<file path="config.mk">
export PLATFORM = sky130hd
export DESIGN_NAME = seq_bit_conditioner
export DESIGN_NICKNAME = d
export VERILOG_FILES = /design/src/rtl/seq_cond_pkg.sv /design/src/rtl/seq_sync.sv /design/src/rtl/seq_bit_conditioner.sv
export SDC_FILE = /design/constraint.sdc
export NUM_CORES = 1
export LEC_CHECK = 0
export ABC_AREA = 0
export CORE_MARGIN = 10
export CORE_UTILIZATION = 29
export CTS_CLUSTER_DIAMETER = 40
export DETAILED_ROUTE_END_ITERATION = 10
export GPL_ROUTABILITY_DRIVEN = 0
export SLEW_MARGIN = 20
export SYNTH_ARGS = -nofsm -noshare
export SYNTH_HDL_FRONTEND = slang
export SYNTH_SLANG_ARGS = --single-unit
</file>
<file path="constraint.sdc">
create_clock -name clk -period 4 [get_ports clk]
set_input_delay 0.6 -clock clk [delete_from_list [all_inputs] [get_ports clk]]
set_output_delay 0.6 -clock clk [all_outputs]
set_load 0.01 [all_outputs]
</file>
<file path="src/rtl/seq_cond_pkg.sv">
// Shared state type and widths for the serial bit conditioner.
package seq_cond_pkg;

   localparam int BIT_COUNT_W = 8;

   typedef enum logic [1:0] {
      IDLE       = 2'd0,
      DB_PRESS   = 2'd1,
      HELD       = 2'd2,
      DB_RELEASE = 2'd3
   } state_t;

endpackage

</file>
<file path="src/rtl/seq_sync.sv">
// N-flop synchronizer for one asynchronous input, with async active-low clear.
module seq_sync #(
   parameter int N = 2
) (
   input  logic clk,
   input  logic rst_n,
   input  logic d,
   output logic q
);

   logic [N-1:0] ff;

   always_ff @(posedge clk or negedge rst_n) begin
      if (!rst_n) ff <= '0;
      else        ff <= {ff[N-2:0], d};
   end

   assign q = ff[N-1];

endmodule

</file>
<file path="src/rtl/seq_bit_conditioner.sv">
// Debounces a push-button and emits one data bit per accepted press.
// Optional auto-repeat while held: define SEQ_COND_AUTOREPEAT_EN.
module seq_bit_conditioner
   import seq_cond_pkg::*;
#(
   parameter int SYNC_STAGES     = 2,
   parameter int DEBOUNCE_CYCLES = 16,
   parameter int REPEAT_CYCLES   = 1024
) (
   input  logic                   clk,
   input  logic                   rst_n,
   input  logic                   ena,
   input  logic                   btn_raw,
   input  logic                   data_raw,
   output logic                   bit_out,
   output logic                   bit_valid,
   output logic                   busy,
   output logic [BIT_COUNT_W-1:0] bit_count
);

   localparam int                CNT_W   = $clog2(DEBOUNCE_CYCLES);
   localparam logic [CNT_W-1:0]  CNT_MAX = CNT_W'(DEBOUNCE_CYCLES - 1);

   if (SYNC_STAGES < 2 || DEBOUNCE_CYCLES < 2 || REPEAT_CYCLES < 2) begin : g_param_chk
      $error("seq_bit_conditioner: SYNC_STAGES, DEBOUNCE_CYCLES, REPEAT_CYCLES must be >= 2");
   end

   logic btn_s, data_s;

   seq_sync #(.N(SYNC_STAGES)) u_sync_btn (
      .clk   (clk),
      .rst_n (rst_n),
      .d     (btn_raw),
      .q     (btn_s)
   );

   seq_sync #(.N(SYNC_STAGES)) u_sync_data (
      .clk   (clk),
      .rst_n (rst_n),
      .d     (data_raw),
      .q     (data_s)
   );

   state_t           state_q, state_d;
   logic [CNT_W-1:0] cnt_q, cnt_d;
   logic             emit;

`ifdef SEQ_COND_AUTOREPEAT_EN
   localparam int               RPT_W   = $clog2(REPEAT_CYCLES);
   localparam logic [RPT_W-1:0] RPT_MAX = RPT_W'(REPEAT_CYCLES - 1);
   logic [RPT_W-1:0] rpt_q, rpt_d;
`endif

   // State register and counters
   always_ff @(posedge clk or negedge rst_n) begin
      if (!rst_n) begin
         state_q <= IDLE;
         cnt_q   <= '0;
`ifdef SEQ_COND_AUTOREPEAT_EN
         rpt_q   <= '0;
`endif
      end else begin
         state_q <= state_d;
         cnt_q   <= cnt_d;
`ifdef SEQ_COND_AUTOREPEAT_EN
         rpt_q   <= rpt_d;
`endif
      end
   end

   // Next state; emit marks the edge that captures a new bit
   always_comb begin
      state_d = state_q;
      cnt_d   = cnt_q;
      emit    = 1'b0;
      if (!ena) begin
         state_d = IDLE;
         cnt_d   = '0;
      end else begin
         case (state_q)
            IDLE: begin
               if (btn_s) begin
                  state_d = DB_PRESS;
                  cnt_d   = '0;
               end
            end
            DB_PRESS: begin
               if (!btn_s) begin
                  state_d = IDLE;
               end else if (cnt_q == CNT_MAX) begin
                  state_d = HELD;
                  emit    = 1'b1;
               end else begin
                  cnt_d = cnt_q + 1'b1;
               end
            end
            HELD: begin
               if (!btn_s) begin
                  state_d = DB_RELEASE;
                  cnt_d   = '0;
               end
            end
            DB_RELEASE: begin
               if (btn_s) begin
                  state_d = HELD;
               end else if (cnt_q == CNT_MAX) begin
                  state_d = IDLE;
               end else begin
                  cnt_d = cnt_q + 1'b1;
               end
            end
            default: begin
               state_d = IDLE;
               cnt_d   = '0;
            end
         endcase
      end

`ifdef SEQ_COND_AUTOREPEAT_EN
      // Repeat timer only runs across consecutive HELD cycles; any other path restarts it.
      rpt_d = rpt_q;
      if (!ena || state_q != HELD || state_d != HELD) begin
         rpt_d = '0;
      end else if (rpt_q == RPT_MAX) begin
         rpt_d = '0;
         emit  = 1'b1;
      end else begin
         rpt_d = rpt_q + 1'b1;
      end
`endif
   end

   // Outputs
   always_comb begin
      busy = (state_q != IDLE);
   end

   always_ff @(posedge clk or negedge rst_n) begin
      if (!rst_n) begin
         bit_valid <= 1'b0;
         bit_out   <= 1'b0;
         bit_count <= '0;
      end else begin
         bit_valid <= emit;
         if (emit) begin
            bit_out   <= data_s;
            bit_count <= bit_count + 1'b1;
         end
      end
   end

endmodule
</file>
==> out/metrics.yaml <==
worst_pin_slew_ns: 0.860
cp_num_buf_inv: 1
die_w_um: 74.5
power_density_mw_per_mm2: 310
rows: 19
cts_tree: "yes"
grt_antenna_before_repair: 0
outcome: "finished clean"
critPathMaxFanout: 7
die_y_um: 74.5
cap_violations: 0
drive_above_1_share_pct: 10.1
min_period_over_period_pct: 54.8
dp_hpwl_um: 1290
hold_path_class: "flip-flop to flip-flop"
crit_required_ns: 3.40
start_util_pct: 30.7
grt_pass1_vias: 652
htree_levels: 1
nets: 97
core_mm2: 0.00281
ir_worst_vdd_mv: 0.241
fin_setup_tns_ns: 0
synthCells: 70
syn_area_per_cell_um2: 12.3
worstSkewPairLatency_ns: 0.29
track_usage_pct: 6.63
skew_ns: 0.000647
synth_area_leaders: "dfrtp_1 58%, xor2_1 8.1%, ha_1 2.9%"
netlist_area_um2: 862
antenna_left: 0
grt_pass1_wl_um: 2920
vias_per_cell: 4.82
setup_viol: 0
critPathTopFamily: "buffers and inverters"
drt_pass1_iterations: 4
cts_hold_buf: 0
arrival_ns: 1.59
cts_max_path_buffers: 2
root_buffer: "clkbuf_4"
max_freq_ghz: 0.456
synth_area_leader_cell: "dfrtp_1"
maxSlewViolCount: 0
synth_nets: 77
portBuffers: 15
fin_crit_ns: 2.19
dieArea_mm2: 0.00555
synth_top_area_share_pct: 58.1
post_cts_buffers: 0
endpoint_kind: "output port"
yosys_warnings: 0
crit_type: "flip-flop to output port"
grt_max_degree: 21
ctsResizeCount: 0
maxSlewHeadroom_pct: 42.5
hold_violations: 0
ys_types: 28
io_pins: 16
num_vias: 578
diodes: 0
layout_common_cells: "20 x dfrtp_1, 15 x clkdlybuf4s50_1, 8 x xor2_1"
slowest_stage: "clkdlybuf4s50_1"
clk_pin_slew_ns: 0.11
layout_commonest_cell: "dfrtp_1"
routedWlPerCell_um: 13.8
start_kind: "flip-flop"
crit_chain: "or2_2 -> clkdlybuf4s50_1"
ys_seq_area_share_pct: 58.1
drt_drc_violations_left: 0
first_iter_violations: 5
wl_um: 1650
slowest_delay_ns: 0.49
grt_overflow_total: 0
syn_to_final_growth_pct: 26.1
design_area_mm2: 0.00109
clock-sinks: 20
leakage_nw: 0.526
cts_buffers: 3
placed_area_mm2: 0.00105
grt_setup_unrepaired: "no"
ys_seq_elements: 20
## stage by stage
step           util [%]  total power, mW  worst slack (ns)  hold slack [ns]  std cells
4_1_cts            38.8            0.343              1.78            0.368        120
2_1_floorplan         -            0.217              2.53            0.304         70
6_report           38.8            0.337              1.81            0.364        120
5_1_grt            38.8            0.354              1.74            0.380        120
3_3_place_gp       37.5            0.228              1.92            0.334        116
3_5_place_dp       37.5            0.228              1.87            0.336        116
## cell families (layout without fill, tap and decap cells)
| family | Yosys count | count (layout) | synth area share [%] |
|---|---|---|---|
| flip-flops | 20 | 20 | 58.1 |
| adder cells (fa/ha/maj) | 2 | 2 | 2.90 |
| buffers and inverters | 3 | 22 | 1.31 |
| AND/OR/NAND/NOR | 24 | 24 | 17.6 |
| AO/OA/AOI/OAI | 9 | 9 | 7.26 |
| multiplexers | 3 | 3 | 3.77 |
| XOR/XNOR | 9 | 9 | 9.14 |
## worst reg2reg max path: cells and delay by family, from the launching register on
kind | cells | cell delay (ns)
muxes | 1 | 0.36
and+or+nand+nor | 2 | 0.46
DFF | 1 | 0.42
adders and majority gates | 1 | 0.32
## synthesized netlist by cell type, drive strengths merged
master and number:
o21ai 2, or2 1, ha 2, dfrtp 20
xnor2 1, o31a 1, o211a 1, a21boi 1
nand3b 1, mux2 2, inv 3, nor3 3
nand4 2, nor4 3, nand3 5, mux2i 1
nor2 2, o21a 1, a211oi 1, a31oi 1
nand2 3, nand4b 1, a21oi 1, xor2 8
nor4b 1, and3 2
## registers in the layout (all words and copies together) (netlist names)
signal          flops
u_sync_data.ff      2
state_q             2
u_sync_btn.ff       2
cnt_q               4
bit_valid           1
bit_count           8
bit_out             1
## final cells by class
class / instances / area [um2]
Timing Repair Buffer: 15 / 150
Inverter: 3 / 11.3
Clock buffer: 4 / 36.3
Sequential cell: 20 / 500
Multi-Input combinational cell: 47 / 350
Tap cell: 31 / 38.8
Fill cell: 285 / 1720
## metal layers
| layer | up-vias | GRT usage, % | wire, um |
|---|---|---|---|
| met2 | 8 | 10.3 | 826 |
| met5 | - | 0 | 0 |
| met3 | 2 | 2.13 | 74 |
| li1 | 296 | - | - |
| met4 | 0 | 3.78 | 18 |
| met1 | 272 | 7.91 | 734 |
## path summary, 6_finish.rpt
kind	start	to	slack, ns	cells after the start
max	state_q[0]$_DFFE_PN0P_	busy	1.81	2
min	u_sync_btn.ff[0]$_DFF_PN0_	u_sync_btn.ff[1]$_DFF_PN0_	0.36	0
min reg2reg	u_sync_btn.ff[0]$_DFF_PN0_	u_sync_btn.ff[1]$_DFF_PN0_	0.36	0
min in group asynchronous	rst_n	bit_count[2]$_DFFE_PN0P_	0.79	1
max reg2reg	cnt_q[0]$_DFFE_PN0P_	bit_out$_DFFE_PN0P_	2.33	4
max in group asynchronous	rst_n	bit_count[3]$_DFFE_PN0P_	2.69	1
## where the power goes
part / switching [mW] / internal, mW / leakage [nW]
clock network: 0.0580 / 0.0554 / 0.0210
registers: 0.00269 / 0.205 / 0.269
logic: 0.00884 / 0.00713 / 0.236
total: 0.0696 / 0.268 / 0.526
No activity file was read; power rests on OpenSTA's default activity.
